[config.mk]
export PLATFORM = sky130hd
export DESIGN_NAME = spi_slave_param
export DESIGN_NICKNAME = d
export VERILOG_FILES = /design/src/rtl/spi_pkg.sv /design/src/rtl/spi_sync_edge.sv /design/src/rtl/spi_slave_param.sv
export SDC_FILE = /design/constraint.sdc
export NUM_CORES = 1
export LEC_CHECK = 0
export ABC_CLOCK_PERIOD_IN_PS = 2400
export CAP_MARGIN = 20
export CELL_PAD_IN_SITES_DETAIL_PLACEMENT = 0
export CELL_PAD_IN_SITES_GLOBAL_PLACEMENT = 2
export CORE_UTILIZATION = 34
export DETAILED_ROUTE_END_ITERATION = 8
export PLACE_DENSITY = 0.9
export SYNTH_ARGS = -nofsm -noshare
export SYNTH_HDL_FRONTEND = slang
export SYNTH_HIERARCHICAL = 1
export SYNTH_SLANG_ARGS = --single-unit
[constraint.sdc]
create_clock -name clk -period 2.4 [get_ports clk]
set_clock_uncertainty 0.15 [all_clocks]
set_input_delay 0.72 -clock clk [delete_from_list [all_inputs] [get_ports clk]]
set_output_delay 0.72 -clock clk [all_outputs]
set_load 0.02 [all_outputs]
[src/rtl/spi_pkg.sv]
// Shared types and helpers for the parametrised SPI slave.
package spi_pkg;

  typedef enum logic {
    IDLE   = 1'b0,
    ACTIVE = 1'b1
  } state_t;

  // clk must run at least this many times faster than SCLK.
  localparam int unsigned MIN_OVERSAMPLE = 8;

  // Bit position within a word of the n-th bit on the wire.
  function automatic int unsigned shift_idx(input bit msb_first,
                                            input int unsigned width,
                                            input int unsigned n);
    return msb_first ? (width - 1 - n) : n;
  endfunction

endpackage

[src/rtl/spi_sync_edge.sv]
// Multi-stage synchroniser for an asynchronous pin with rise/fall detection
// on the synchronised value.
module spi_sync_edge #(
  parameter int   STAGES    = 2,
  parameter logic RESET_VAL = 1'b1
) (
  input  logic clk,
  input  logic rst,
  input  logic din,
  output logic q,
  output logic rise,
  output logic fall
);

  logic [STAGES-1:0] sync_ff;
  logic              q_d;

  always_ff @(posedge clk) begin
    if (rst) begin
      sync_ff <= {STAGES{RESET_VAL}};
      q_d     <= RESET_VAL;
    end else begin
      sync_ff <= {sync_ff[STAGES-2:0], din};
      q_d     <= sync_ff[STAGES-1];
    end
  end

  assign q    = sync_ff[STAGES-1];
  assign rise = q & ~q_d;
  assign fall = ~q & q_d;

endmodule

[src/rtl/spi_slave_param.sv]
// SPI slave, all four CPOL/CPHA modes, oversampling the bus on clk, with a
// one-word TX holding buffer and back-to-back words inside one SS_n frame.
module spi_slave_param
  import spi_pkg::*;
#(
  parameter int DATA_W      = 8,
  parameter bit MSB_FIRST   = 1'b1,
  parameter int SYNC_STAGES = 2
) (
  input  logic              clk,
  input  logic              rst,
  input  logic              en,
  input  logic              cpol,
  input  logic              cpha,
  input  logic              sclk,
  input  logic              ss_n,
  input  logic              mosi,
  output logic              miso,
  output logic              miso_oe,
  input  logic [DATA_W-1:0] tx_data,
  input  logic              tx_valid,
  output logic              tx_ready,
  output logic [DATA_W-1:0] rx_data,
  output logic              rx_valid,
  output logic              tx_underrun,
  output logic              busy,
  output state_t            state
);

  localparam int CW = $clog2(DATA_W + 1);
  localparam int IW = $clog2(DATA_W);
  localparam logic [CW-1:0] CNT_FULL  = CW'(DATA_W);
  localparam logic [CW-1:0] CNT_LAST  = CW'(DATA_W - 1);
  localparam int unsigned   FIRST_IDX = shift_idx(MSB_FIRST, DATA_W, 0);

  logic sclk_s, sclk_rise, sclk_fall;
  logic ss_n_s, ss_n_rise, ss_n_fall;
  logic [SYNC_STAGES-1:0] mosi_ff;
  logic mosi_s;

  spi_sync_edge #(.STAGES(SYNC_STAGES), .RESET_VAL(1'b0)) u_sclk_sync (
    .clk  (clk),
    .rst  (rst),
    .din  (sclk),
    .q    (sclk_s),
    .rise (sclk_rise),
    .fall (sclk_fall)
  );

  spi_sync_edge #(.STAGES(SYNC_STAGES), .RESET_VAL(1'b1)) u_ss_n_sync (
    .clk  (clk),
    .rst  (rst),
    .din  (ss_n),
    .q    (ss_n_s),
    .rise (ss_n_rise),
    .fall (ss_n_fall)
  );

  always_ff @(posedge clk) begin
    if (rst) mosi_ff <= {SYNC_STAGES{1'b1}};
    else     mosi_ff <= {mosi_ff[SYNC_STAGES-2:0], mosi};
  end
  assign mosi_s = mosi_ff[SYNC_STAGES-1];

  // Frame end is level-based on ss_n_s, so the raw level of sclk and the
  // ss_n rising edge are not needed.
  logic unused_ok;
  assign unused_ok = ^{sclk_s, ss_n_rise};

  logic cpol_q, cpha_q;
  logic lead, trail, sample_edge, drive_edge;
  logic start, stop;

  assign lead        = cpol_q ? sclk_fall : sclk_rise;
  assign trail       = cpol_q ? sclk_rise : sclk_fall;
  assign sample_edge = cpha_q ? trail : lead;
  assign drive_edge  = cpha_q ? lead  : trail;
  assign start       = ss_n_fall & en;
  assign stop        = ss_n_s | ~en;

  // Holding buffer handshake: tx_data is captured on any clk edge where
  // tx_valid & tx_ready; tx_ready is simply "buffer empty", so it falls the
  // cycle after a capture and rises the cycle after the shifter takes the word.
  logic              buf_full;
  logic [DATA_W-1:0] buf_data;
  logic              load_buf, take_buf;
  logic [DATA_W-1:0] next_word;

  logic [DATA_W-1:0] tx_sh, tx_shifted;
  logic [CW-1:0]     tx_cnt;
  logic [DATA_W-1:0] rx_sh, rx_next;
  logic [CW-1:0]     rx_cnt;
  logic [IW-1:0]     rx_idx;
  logic              under_pend;

  assign tx_ready  = ~buf_full;
  assign load_buf  = tx_valid & ~buf_full;
  assign next_word = buf_full ? buf_data : '0;
  assign take_buf  = (state == IDLE && start) ||
                     (state == ACTIVE && !stop && drive_edge && tx_cnt == CNT_FULL);

  assign tx_shifted = MSB_FIRST ? {tx_sh[DATA_W-2:0], 1'b0} : {1'b0, tx_sh[DATA_W-1:1]};
  assign rx_idx     = IW'(shift_idx(MSB_FIRST, DATA_W, 32'(rx_cnt)));

  always_comb begin
    rx_next         = rx_sh;
    rx_next[rx_idx] = mosi_s;
  end

  always_ff @(posedge clk) begin
    if (rst) begin
      state       <= IDLE;
      cpol_q      <= 1'b0;
      cpha_q      <= 1'b0;
      miso        <= 1'b0;
      miso_oe     <= 1'b0;
      busy        <= 1'b0;
      rx_data     <= '0;
      rx_valid    <= 1'b0;
      tx_underrun <= 1'b0;
      rx_sh       <= '0;
      rx_cnt      <= '0;
      tx_sh       <= '0;
      tx_cnt      <= '0;
      under_pend  <= 1'b0;
      buf_full    <= 1'b0;
      buf_data    <= '0;
    end else begin
      rx_valid    <= 1'b0;
      tx_underrun <= 1'b0;

      if (load_buf) buf_data <= tx_data;
      buf_full <= load_buf | (buf_full & ~take_buf);

      case (state)
        IDLE: begin
          if (start) begin
            state       <= ACTIVE;
            cpol_q      <= cpol;
            cpha_q      <= cpha;
            busy        <= 1'b1;
            miso_oe     <= 1'b1;
            tx_sh       <= next_word;
            rx_cnt      <= '0;
            under_pend  <= 1'b0;
            tx_underrun <= ~buf_full;
            if (cpha) begin
              miso   <= 1'b0;
              tx_cnt <= '0;
            end else begin
              miso   <= next_word[FIRST_IDX];
              tx_cnt <= CW'(1);
            end
          end
        end

        ACTIVE: begin
          if (stop) begin
            state      <= IDLE;
            busy       <= 1'b0;
            miso_oe    <= 1'b0;
            miso       <= 1'b0;
            under_pend <= 1'b0;
          end else begin
            if (sample_edge) begin
              rx_sh <= rx_next;
              if (rx_cnt == CNT_LAST) begin
                rx_cnt   <= '0;
                rx_data  <= rx_next;
                rx_valid <= 1'b1;
              end else begin
                rx_cnt <= rx_cnt + 1'b1;
              end
              // A mid-frame empty reload is only reported once the master
              // actually clocks that word; a frame ending on the word boundary
              // leaves it unreported.
              if (under_pend) begin
                tx_underrun <= 1'b1;
                under_pend  <= 1'b0;
              end
            end
            if (drive_edge) begin
              if (tx_cnt == CNT_FULL) begin
                tx_sh      <= next_word;
                miso       <= next_word[FIRST_IDX];
                tx_cnt     <= CW'(1);
                under_pend <= ~buf_full;
              end else if (tx_cnt == '0) begin
                miso   <= tx_sh[FIRST_IDX];
                tx_cnt <= CW'(1);
              end else begin
                tx_sh  <= tx_shifted;
                miso   <= tx_shifted[FIRST_IDX];
                tx_cnt <= tx_cnt + 1'b1;
              end
            end
          end
        end

        default: state <= IDLE;
      endcase
    end
  end

endmodule

==> out/qor.txt, run 1 <==
cts repair resizes = 0
CP cell instances = clkdlybuf4s50_1
Slowest cell on crit path = clkdlybuf4s50_1
CP endpoint kind = output pin
Worst R2R Path Depth = 6
metal3 WL = 280 um
Post-CTS Setup Bufs = 0
met2 wire len = 2.77 mm
CP bufs+invs = 1
uppermost layer routed = met4
die width = 91.2 um
CP max FO = 10
Fin Setup TNS = 0 ps
die area = 8310 um2
hold buffers post-CTS = 0
number of CTS-inserted buffers = 9
placed cell area = 3210 um2
Tightest Pin Transition = 617 ps
Iter 0 DRT Violations = 170
Final setup viols = 0
drt first pass iters = 5
Worst setup SP type = flop
final worst-path cycle share = 0.976
Clock Pin Slew Worst Setup and Hold Paths = 70 ps
Crit path required time = 1530 ps
vias in the first global route = 2339
delay of the slowest critical-path stage = 660 ps
Top Ports = 32
PD cells = 572 nW/um2
hpwl dp = 4.44 mm
WP data arrival = 1470 ps
Syn Inst Count = 313
crit path time final = 2340 ps
endpoints failing hold = 0
final worst-path setup slack = 57.9 ps
Area Overhead vs Synth = 25.3%
GRT Residual Overflow = 0
first-pass GRT wire length = 11.1 mm
DR vias/cell = 5.12
fmax = 0.427 GHz
post-layout net count = 373
clk root buf = clkbuf_8
Leakage = 1.30 nW
initial core utilization = 0.350
WL final = 6.36 mm
Levels on crit path = 1
DR vias = 2353
Worst VDD drop = 0.000269 V
RSZ-0062 raised after global routing = false
routed len/inst = 13.8 um
CP delay by family, top = buffers and inverters
Std-Cell Rows = 32
Skew-Pair Late Insertion Delay = 340 ps
Yosys warnings = 6
antenna violations before repair = 0
Routed Antenna Nets = 0
Met1 Routed Length = 3.28 mm
CORE AREA = 7730 um2
status = finished clean
pre-CTS setup slack = -105 ps
synthesized net count = 333
detailed-route DRC error count = 0
Max-Cap Viols = 0
H-tree depth = 3
critical path class = flop to output pin
syn_area_per_cell = 8.64 um2
# port buffers = 31
share of post-route cells with drive strength above 1 = 0.120
WHS Path Cells = 1
diode count = 0
Die Ht = 91.2 um
post-route cell area = 3390 um2
largest net degree at the start of global routing = 33
GP Congestion = 0.732
global-route usage over all layers = 0.165
Min-Delay Path Class = flop to flop
CTS sink count = 57
Post-Syn Area = 2700 um2
pins over their slew limit = 0
slew margin rel. = 0.587
Longest Clk Path Bufs = 2
CTS tree = built
## metrics by stage
stage          hold WS [ps]  total power [mW]  instances   util
2_1_floorplan           233              1.08        313      -
3_3_place_gp            245              1.15        444  0.415
3_5_place_dp            249              1.15        444  0.415
4_1_cts                 265              1.96        460  0.438
5_1_grt                 288              2.02        460  0.438
6_report                264              1.94        460  0.438
## state kept, by name (all words and copies together), names as in the netlist
| name | flops |
|---|---|
| state | 1 |
| u_ss_n_sync/sync_ff | 2 |
| u_sclk_sync/sync_ff | 2 |
| tx_cnt | 4 |
| buf_data | 8 |
| under_pend | 1 |
| mosi_ff | 2 |
| miso | 1 |
| u_sclk_sync/q_d | 1 |
| rx_sh | 8 |
| busy | 1 |
| cpha_q | 1 |
| u_ss_n_sync/q_d | 1 |
| buf_full | 1 |
| cpol_q | 1 |
| tx_sh | 8 |
| tx_underrun | 1 |
| rx_data | 8 |
| rx_valid | 1 |
| rx_cnt | 4 |
## path summary, 6_finish.rpt
kind                            startpoint         end  slack [ps]
worst max-delay path                 state       state          60
worst min register to register  mosi_ff[0]  mosi_ff[1]         260
worst max register to register   tx_cnt[0]    buf_full         380
worst min-delay path            mosi_ff[0]  mosi_ff[1]         260
## per-layer routing
layer  vias up  track usage
met4         0       0.0688
met2        47        0.247
met5         -            0
met1      1102        0.226
li1       1200            -
met3         4       0.0385
## report_power, final
| group | switching [mW] | internal, mW | total (mW) |
|---|---|---|---|
| Sequential | 0.0115 | 0.964 | 0.975 |
| Combinational | 0.0822 | 0.0709 | 0.153 |
| Clock | 0.408 | 0.401 | 0.809 |
## layout by cell type, fill, tap and decap left out, types with 7 or more instances in the layout
cell type	count
a21oi_1	22
a31oi_1	8
and3_1	10
buf_4	21
clkbuf_8	10
clkdlybuf4s50_1	31
dfxtp_1	57
mux2i_1	28
nand2_1	55
nand3_1	11
nor2_1	7
o21ai_0	13
## layout make-up
class / instances / area [um2]
multi-input combinational: 227 / 1430
inverter: 5 / 18.8
fill: 777 / 4340
clock buffer: 10 / 138
sequential: 57 / 1140
clock inverter: 6 / 43.8
tap: 102 / 128
timing repair buffer: 53 / 488
No activity file was read; power rests on OpenSTA's default activity.
==> inputs of run 2 (changes only) <==
Settings changed: GPL_ROUTABILITY_DRIVEN set to 1.
==> results of run 2 <==
Final layout, timing and power as in run 1 (identical DEF).
==> inputs of run 3 (changes only) <==
Settings changed: CORE_UTILIZATION 34 to 33, PLACE_DENSITY 0.9 to 0.88, SYNTH_HIERARCHICAL 1 to not set.
==> run 3 against run 2 <==
Die area shrank 5.7%. Wire length shrank 17%. Critical path depth is 5 higher. Flip-flop and latch count did not move. Critical path type is now input port to flop. Critical endpoint is now buf_full. Largest cell class unchanged. Largest power group unchanged.
==> out/qor.txt, run 3 <==
syn_area_per_cell = 8.99 um2
Final setup viols = 0
top cells by count, synth = dfxtp_1 (57), nor2_1 (34), nand2_1 (30)
Worst VDD drop = 0.000221 V
#FFs+latches synth = 57
Area Overhead vs Synth = 27.5%
largest net degree at the start of global routing = 18
number of CTS-inserted buffers = 9
WHS Path Cells = 1
hold buffers post-CTS = 0
clk root buf = clkbuf_8
Seq/Total Area, Yosys = 0.462
post-route insts no fill = 420
GP Congestion = 0.754
Routed Antenna Nets = 0
largest family of logic cells by synthesized area = simple AND/OR/NAND/NOR gates
Synth Area in XOR/XNOR = 0.00658
adder-cell share of the synthesized area = 0.0152
worst r2r dst = rx_cnt[3]
post-synthesis async set-or-reset flop share = 0
WL final = 5.29 mm
post-synthesis compound-gate area fraction = 0.128
Post-synth EDFFs = 0
most frequent cells in the layout = dfxtp_1 (57), nor2_1 (34), nand2_1 (30), clkdlybuf4s50_1 (30), a21oi_1 (24)
status = finished clean
synthesized net count = 295
share of post-route cells with drive strength above 1 = 0.143
# port buffers = 31
most common cell after layout, fill and taps aside = dfxtp_1
min-delay src = mosi_ff[0]
hpwl dp = 3.69 mm
die width = 88.5 um
Leakage = 1.16 nW
Iter 0 DRT Violations = 112
DR vias = 2035
RSZ-0062 raised after global routing = false
Yosys top cell area share = 0.462
Top Ports = 32
CP max FO = 7
slew margin rel. = 0.690
first-pass GRT wire length = 8.98 mm
Die Ht = 88.5 um
Tightest Pin Transition = 459 ps
WP data arrival = 2310 ps
Syn Inst Count = 275
DR vias/cell = 4.85
Crit path required time = 2460 ps
initial core utilization = 0.341
final worst-path cycle share = 0.937
Worst setup SP type = input port
WHS Endpoint = mosi_ff[1]
CORE AREA = 7250 um2
# placed instances = 404
Skew-Pair Late Insertion Delay = 330 ps
most numerous cell in the Yosys netlist = dfxtp_1
PD cells = 633 nW/um2
H-tree depth = 3
final worst-path setup slack = 152 ps
cts repair resizes = 0
fmax = 0.445 GHz
antenna violations before repair = 0
Clock Pin Slew Worst Setup and Hold Paths = 60 ps
critical path class = input port to flop
Yosys warnings = 0
Min-Delay Path Class = flop to flop
CTS tree = built
pre-CTS setup slack = -138 ps
Worst R2R Path Depth = 6
Netlist cell types = 43
synth top area cells = dfxtp_1 (46%), mux2i_1 (8.1%), nor2_1 (5.2%)
CTS sink count = 57
post-synthesis mux area share = 0.0911
post-layout net count = 336
CP endpoint kind = flop
die area = 7840 um2
final hold slack = 257 ps
routed len/inst = 12.6 um
crit path time final = 2250 ps
global-route usage over all layers = 0.151
diode count = 0
Std-Cell Rows = 31
drt first pass iters = 5
GRT Residual Overflow = 0
endpoints failing hold = 0
R2R setup slack = 370 ps
vias in the first global route = 1912
Synth Flop Type = dfxtp_1
detailed-route DRC error count = 0
pins over their slew limit = 0
Max-Cap Viols = 0
Post-Syn Area = 2470 um2
Longest Clk Path Bufs = 2
cell taking the most area after synthesis = dfxtp_1
Post-CTS Setup Bufs = 0
reg2reg start = cpha_q
post-synthesis simple-gate area fraction = 0.255
## run 3: changes by cell type in the layout (fill, tap and decap cells not counted), sizes merged, moves of 6 or more
| cell | previous run | this run |
|---|---|---|
| nor2 | 7 | 34 |
| nand2 | 55 | 30 |
| and3 | 10 | 1 |
| o21ai | 13 | 4 |
| a31oi | 8 | 1 |
| mux2i | 28 | 21 |
| a311oi | 0 | 6 |
## run 3: logic make-up (layout without fill, tap and decap cells)
kind of cell	count (synthesis)	count (layout)
AND/OR/NAND/NOR	123	123
flip-flops	57	57
AO/OA/AOI/OAI	48	48
multiplexers	22	22
buffers and inverters	21	67
adder cells (fa/ha/maj)	3	3
XOR/XNOR	1	1
## run 3: how the worst max path moves through the flow
stage	start	endpoint	slack, ps	cells past startpoint
final	en	buf_full	150	6
after global routing	en	tx_sh[5]	40	7
after CTS	buf_full	tx_ready	180	2
after detailed placement	en	rx_sh[2]	-140	7
after global placement	en	buf_full	-190	6
after floorplan	en	tx_sh[3]	220	6
## run 3: stage by stage
stage / TNS (ps) / util / instance area [um2] / total power [mW]
4_1_cts: 0 / 0.435 / 3150 / 2.03
6_report: 0 / 0.435 / 3150 / 2.00
3_3_place_gp: -1180 / 0.407 / 2960 / 1.14
3_5_place_dp: -1230 / 0.407 / 2960 / 1.14
2_1_floorplan: 0 / - / 2470 / 1.07
5_1_grt: 0 / 0.435 / 3150 / 2.10
## run 3: area by class of cell
| cell class | instances | area [um2] |
|---|---|---|
| Fill cell | 746 | 4100 |
| Multi-Input combinational cell | 197 | 1220 |
| Sequential cell | 57 | 1140 |
| Timing Repair Buffer | 47 | 450 |
| Clock buffer | 11 | 141 |
| Tap cell | 99 | 124 |
| Clock inverter | 5 | 55.1 |
| Inverter | 4 | 15.0 |
## run 3: per-layer routing
layer / wire length [um] / GRT usage / part of all wire / up-vias
met1: 2770 / 0.215 / 0.52 / 952
li1: - / - / - / 1041
met5: 0 / 0 / 0 / -
met4: 80 / 0.0660 / 0.015 / 0
met2: 2250 / 0.215 / 0.43 / 35
met3: 190 / 0.0354 / 0.036 / 7
## run 3: critical path, cell delays in order
cell	delay, ps
clkdlybuf4s50_1	490
nand3b_1	210
buf_4	230
o311ai_0	410
buf_4	190
a21oi_1	50
## run 3: report_power, final
part	switching, mW	internal [mW]
sequential	0.0126	0.967
clock	0.376	0.504
combinational	0.0685	0.0671
